===== src/rtl/fetch.sv =====
// fetch -- instruction fetch stage with a 2-entry output buffer.
//
// Requests one word at a time from instruction memory (ic_req held until
// ic_ack), buffers {pc, instruction} pairs in a small FIFO toward decode, and
// handles redirects (pc_reload) that may arrive while a request is in flight.
//
// Ports
//   clk_in          system clock, rising edge
//   reset_in        synchronous active-high reset
//   cpu_halt        block new memory requests (outstanding one still completes)
//   pc_reload       redirect fetch, flushes buffer
//   pc_reload_addr  redirect target, bits [1:0] ignored
//   ic_req/ic_addr  memory request and word address
//   ic_ack          memory response valid, data on ic_rd_data
//   f2d_valid/rdy   handshake toward decode
//   f2d_instr/pc    buffer head, zero when f2d_valid=0
module fetch #(
  parameter logic [31:0] RESET_PC  = 32'h0000_0000,
  parameter int          BUF_DEPTH = 2
) (
  input  logic        clk_in,
  input  logic        reset_in,
  input  logic        cpu_halt,
  input  logic        pc_reload,
  input  logic [31:0] pc_reload_addr,
  output logic        ic_req,
  output logic [31:0] ic_addr,
  input  logic        ic_ack,
  input  logic [31:0] ic_rd_data,
  output logic        f2d_valid,
  input  logic        f2d_rdy,
  output logic [31:0] f2d_instr,
  output logic [31:0] f2d_pc
);

  typedef enum logic [1:0] {
    IDLE    = 2'd0,
    WAIT    = 2'd1,
    DISCARD = 2'd2
  } state_e;

  localparam logic [1:0] FULL = 2'(BUF_DEPTH);

  state_e      state_q;
  logic [31:0] pc_q;
  logic [31:0] tgt_q;
  logic [1:0]  count_q;
  logic [1:0]  count_d;
  logic        rd_ptr_q;
  logic        wr_ptr_q;
  logic [31:0] buf_pc_q    [2];
  logic [31:0] buf_instr_q [2];

  logic [31:0] reload_tgt;
  logic        push;
  logic        pop;

  assign reload_tgt = pc_reload_addr & ~32'd3;
  assign push       = (state_q == WAIT) && ic_ack && !pc_reload;
  assign pop        = f2d_valid && f2d_rdy;

  // Occupancy after this cycle's push/pop, ignoring flush; also used to
  // decide whether WAIT can issue the next request back to back.
  assign count_d = count_q + {1'b0, push} - {1'b0, pop};

  assign ic_req    = (state_q == WAIT) || (state_q == DISCARD);
  assign ic_addr   = pc_q;
  assign f2d_valid = (count_q != 2'd0);
  assign f2d_instr = f2d_valid ? buf_instr_q[rd_ptr_q] : 32'd0;
  assign f2d_pc    = f2d_valid ? buf_pc_q[rd_ptr_q]    : 32'd0;

  always_ff @(posedge clk_in) begin
    if (reset_in) begin
      state_q  <= IDLE;
      pc_q     <= RESET_PC & ~32'd3;
      tgt_q    <= 32'd0;
      count_q  <= 2'd0;
      rd_ptr_q <= 1'b0;
      wr_ptr_q <= 1'b0;
    end else begin
      assert (!(push && count_q == FULL));

      case (state_q)
        IDLE: begin
          if (pc_reload) begin
            pc_q <= reload_tgt;
          end else if (!cpu_halt && count_q < FULL) begin
            state_q <= WAIT;
          end
        end
        WAIT: begin
          if (pc_reload) begin
            if (ic_ack) begin
              pc_q    <= reload_tgt;
              state_q <= IDLE;
            end else begin
              // Keep ic_addr stable until memory answers; remember target.
              tgt_q   <= reload_tgt;
              state_q <= DISCARD;
            end
          end else if (ic_ack) begin
            pc_q <= pc_q + 32'd4;
            if (cpu_halt || count_d >= FULL) begin
              state_q <= IDLE;
            end
          end
        end
        DISCARD: begin
          if (ic_ack) begin
            // A reload coinciding with the ack is the newest target.
            pc_q    <= pc_reload ? reload_tgt : tgt_q;
            state_q <= IDLE;
          end else if (pc_reload) begin
            tgt_q <= reload_tgt;
          end
        end
        default: state_q <= IDLE;
      endcase

      if (pc_reload) begin
        count_q  <= 2'd0;
        rd_ptr_q <= 1'b0;
        wr_ptr_q <= 1'b0;
      end else begin
        count_q <= count_d;
        if (push) wr_ptr_q <= ~wr_ptr_q;
        if (pop)  rd_ptr_q <= ~rd_ptr_q;
      end
    end
  end

  // Buffer storage needs no reset: entries are only visible through count_q.
  always_ff @(posedge clk_in) begin
    if (!reset_in && push) begin
      buf_pc_q[wr_ptr_q]    <= pc_q;
      buf_instr_q[wr_ptr_q] <= ic_rd_data;
    end
  end

endmodule


===== config.mk =====
export PLATFORM = sky130hd
export DESIGN_NAME = fetch
export DESIGN_NICKNAME = d
export VERILOG_FILES = /design/src/rtl/fetch.sv
export SDC_FILE = /design/constraint.sdc
export NUM_CORES = 1
export LEC_CHECK = 0
export ABC_AREA = 1
export BUFFER_PORTS_ARGS = -buffer_cell sky130_fd_sc_hd__buf_2
export CAP_MARGIN = 15
export CORE_ASPECT_RATIO = 1.25
export CORE_MARGIN = 8
export CORE_UTILIZATION = 35
export DETAILED_ROUTE_END_ITERATION = 10
export GPL_ROUTABILITY_DRIVEN = 0
export PLACE_DENSITY = 0.6
export SLEW_MARGIN = 0
export SYNTH_ARGS = -nofsm -noshare
export SYNTH_HDL_FRONTEND = slang
export SYNTH_SLANG_ARGS = --single-unit

===== constraint.sdc =====
create_clock -name clk_in -period 8.7 [get_ports clk_in]
set_input_delay 0.87 -clock clk_in [delete_from_list [all_inputs] [get_ports clk_in]]
set_output_delay 0.87 -clock clk_in [all_outputs]
set_load 0.02 [all_outputs]

==> flow_summary.json <==
{
  "ys.warnings.count": 0,
  "fin_nets": 1361,
  "ant_nets": 0,
  "syn_to_final_growth_pct": 17.4,
  "core.rowCount": 68,
  "cts_hold_buf": 0,
  "yosys.area.top_type": "edfxtp_1",
  "rsz0062_at_grt": "false",
  "cts.repair.resized": 0,
  "routed_wl_mm": 27.5,
  "slew_headroom": 0.246,
  "worstHoldStart": "rd_ptr_q",
  "postSynthAreaPerCell_um2": 8.34,
  "core-area_um2": 27300,
  "first_pass_iters": 5,
  "synth_cell_type_count": 38,
  "skew_ps": 15.8,
  "ys_top_cells_by_area": "edfxtp_1, nand2_1, dfxtp_1",
  "power_density_nw_per_um2": 272,
  "min_period_over_period": 0.421,
  "ys_seq_elements": 199,
  "drv_slew": 0,
  "grt_pass1_wl_mm": 42.7,
  "fillers": 2725,
  "ys_seq_area_frac": 0.548,
  "ff_latch_area_um2": 5270,
  "timing.hold.ws_ps": 457,
  "cts_tree": "done",
  "cp.required_ps": 9030,
  "hold_path.class": "reg -> reg",
  "hold_viol_final": 0,
  "cts-root-buf": "clkbuf_16",
  "synth_area_um2": 9610,
  "numClockSinks": 199,
  "worstSetupEndpointType": "flip-flop",
  "drive_above_1_share": 0.203,
  "fin_crit_ps": 3660,
  "clkLatencyLatePin_ps": 440,
  "drt_first_iter_violations": 656,
  "cts_setup_buffers": 0,
  "grt_use_total": 0.165,
  "overflow": 0,
  "die_area_um2": 33000,
  "crit_path_start": "state_q[1]",
  "status": "completed",
  "cap_violations": 0,
  "fp.dieW_um": 164,
  "drc_errors": 0,
  "vias": 8204,
  "antenna_cells": 0,
  "clock.fmax_ghz": 0.273,
  "r2r_start": "state_q[1]",
  "dp_hpwl_mm": 17.7,
  "async_reset_ff_frac": 0,
  "path_clk_slew_ps": 70,
  "critical_path_class": "reg -> reg",
  "p_leak_nw": 4.51,
  "synth-edff-count": 128,
  "htreeDepth": 4,
  "synthCells": 1153,
  "setup-tns-final_ps": 0,
  "netlist.area_leader.share": 0.400,
  "die_y_um": 201,
  "multi_input_area_um2": 3900,
  "tightest_slew_ps": 1130,
  "grt_max_degree": 66,
  "grt_pass1_vias": 7848,
  "ir_worst_vdd_mv": 0.132,
  "crit_path_max_fanout": 21,
  "ios": 168,
  "routedWlPerCell_um": 16.7,
  "cp-start-kind": "flip-flop",
  "numCtsBuffers": 17,
  "io_buffers": 165,
  "arrival_ps": 3990,
  "syn_nets": 1230,
  "ys.flop_type": "edfxtp_1",
  "layout.cells.non_filler": 1647,
  "dpl.cell_count": 1614,
  "vias_per_cell": 4.98,
  "start_util": 0.352,
  "antenna_found_initial": 6,
  "setup_viol": 0,
  "cts_buffer_depth": 2
}
## worst paths after layout
path,end,slack (ps),cells after the start
worst min register to register,flip-flop,460,1
worst min-delay path,flip-flop,460,1
worst max register to register,state_q[0],5040,15
worst max-delay path,state_q[0],5040,15
## power by group
group          total (W)  internal [W]  leakage, nW  switching (W)
sequential       0.00128       0.00115         1.75       0.000137
clock           0.000802      0.000452        0.288       0.000350
combinational   0.000982      0.000322         2.47       0.000660
total            0.00307       0.00192         4.51        0.00115
## stage by stage
stage                     setup slack [ps]   util  instance area [µm²]  total power (W)
after floorplan                       2460      -                 9610          0.00200
after global placement                5060  0.390                10700          0.00226
after detailed placement              5050  0.390                10700          0.00228
after CTS                             5030  0.412                11300          0.00309
after global routing                  4700  0.413                11300          0.00326
final                                 5040  0.413                11300          0.00307
## cell usage in the layout (no fill, tap or decap), types with 10 or more instances in the layout
cell       count
nand2_1      391
a21oi_1      184
buf_2        165
edfxtp_1     128
nor2_1       105
dfxtp_1       70
o21ai_1       45
inv_1         31
nand3_1       30
clkbuf_16     17
inv_2         11
nor2_2        11
o21ai_0       11
buf_4         10
## flip-flops by register name, indices dropped and copies added, names as in the netlist, named ones only
name,count
rd_ptr_q,1
count_q,2
buf_pc_q,64
state_q,2
ic_addr,32
tgt_q,32
wr_ptr_q,1
buf_instr_q,64
## final cells by class
cell class / count / area share
Clock buffer: 19 / 0.0384
Inverter: 43 / 0.0143
Tap cell: 350 / 0.0388
Clock inverter: 13 / 0.0136
Timing Repair Buffer: 176 / 0.0823
Multi-Input combinational cell: 847 / 0.346
Sequential cell: 199 / 0.467
## cells in the mapped netlist, drive strengths merged, types with 5 or more instances
| cell | instances |
|---|---|
| dfxtp | 71 |
| a21oi | 193 |
| buf | 34 |
| inv | 42 |
| edfxtp | 128 |
| a31oi | 5 |
| clkbuf | 30 |
| or2 | 6 |
| nand2 | 400 |
| ha | 7 |
| nand3 | 31 |
| o21ai | 56 |
| xnor2 | 5 |
| nor2 | 125 |
## metal layers
layer	vias up	wire length, µm	share of wire	track usage
li1	4109	-	-	-
met5	-	75	0.0027	0
met4	12	762	0.028	0.0690
met1	3799	11400	0.42	0.196
met2	228	13500	0.49	0.276
met3	56	1690	0.062	0.0423
## critical path, cell delays in order, from the launching register on
cell     delay [ps]
dfxtp_1         340
inv_1           100
ha_1            910
inv_2           360
nor2_2          290
nand2_1         190
ha_1            320
inv_1            40
ha_1            170
xnor2_1         190
xnor2_1         140
inv_1            60
nand2_1          60
nand3_1         130
o21ai_0         190
a21oi_1          60
## logic make-up (layout without fill, tap and decap cells)
kind of cell               Yosys count  count (layout)  synth area share
adders and majority gates            7               7           0.00911
xor gates and xnor gates             8               8           0.00729
buffers and inverters              107             251            0.0484
DFF                                199             199             0.548
AOI/OAI and AO/OA                  263             263             0.144
and+or+nand+nor                    569             569             0.243
Note: power is estimated with default switching activity, not from simulation.
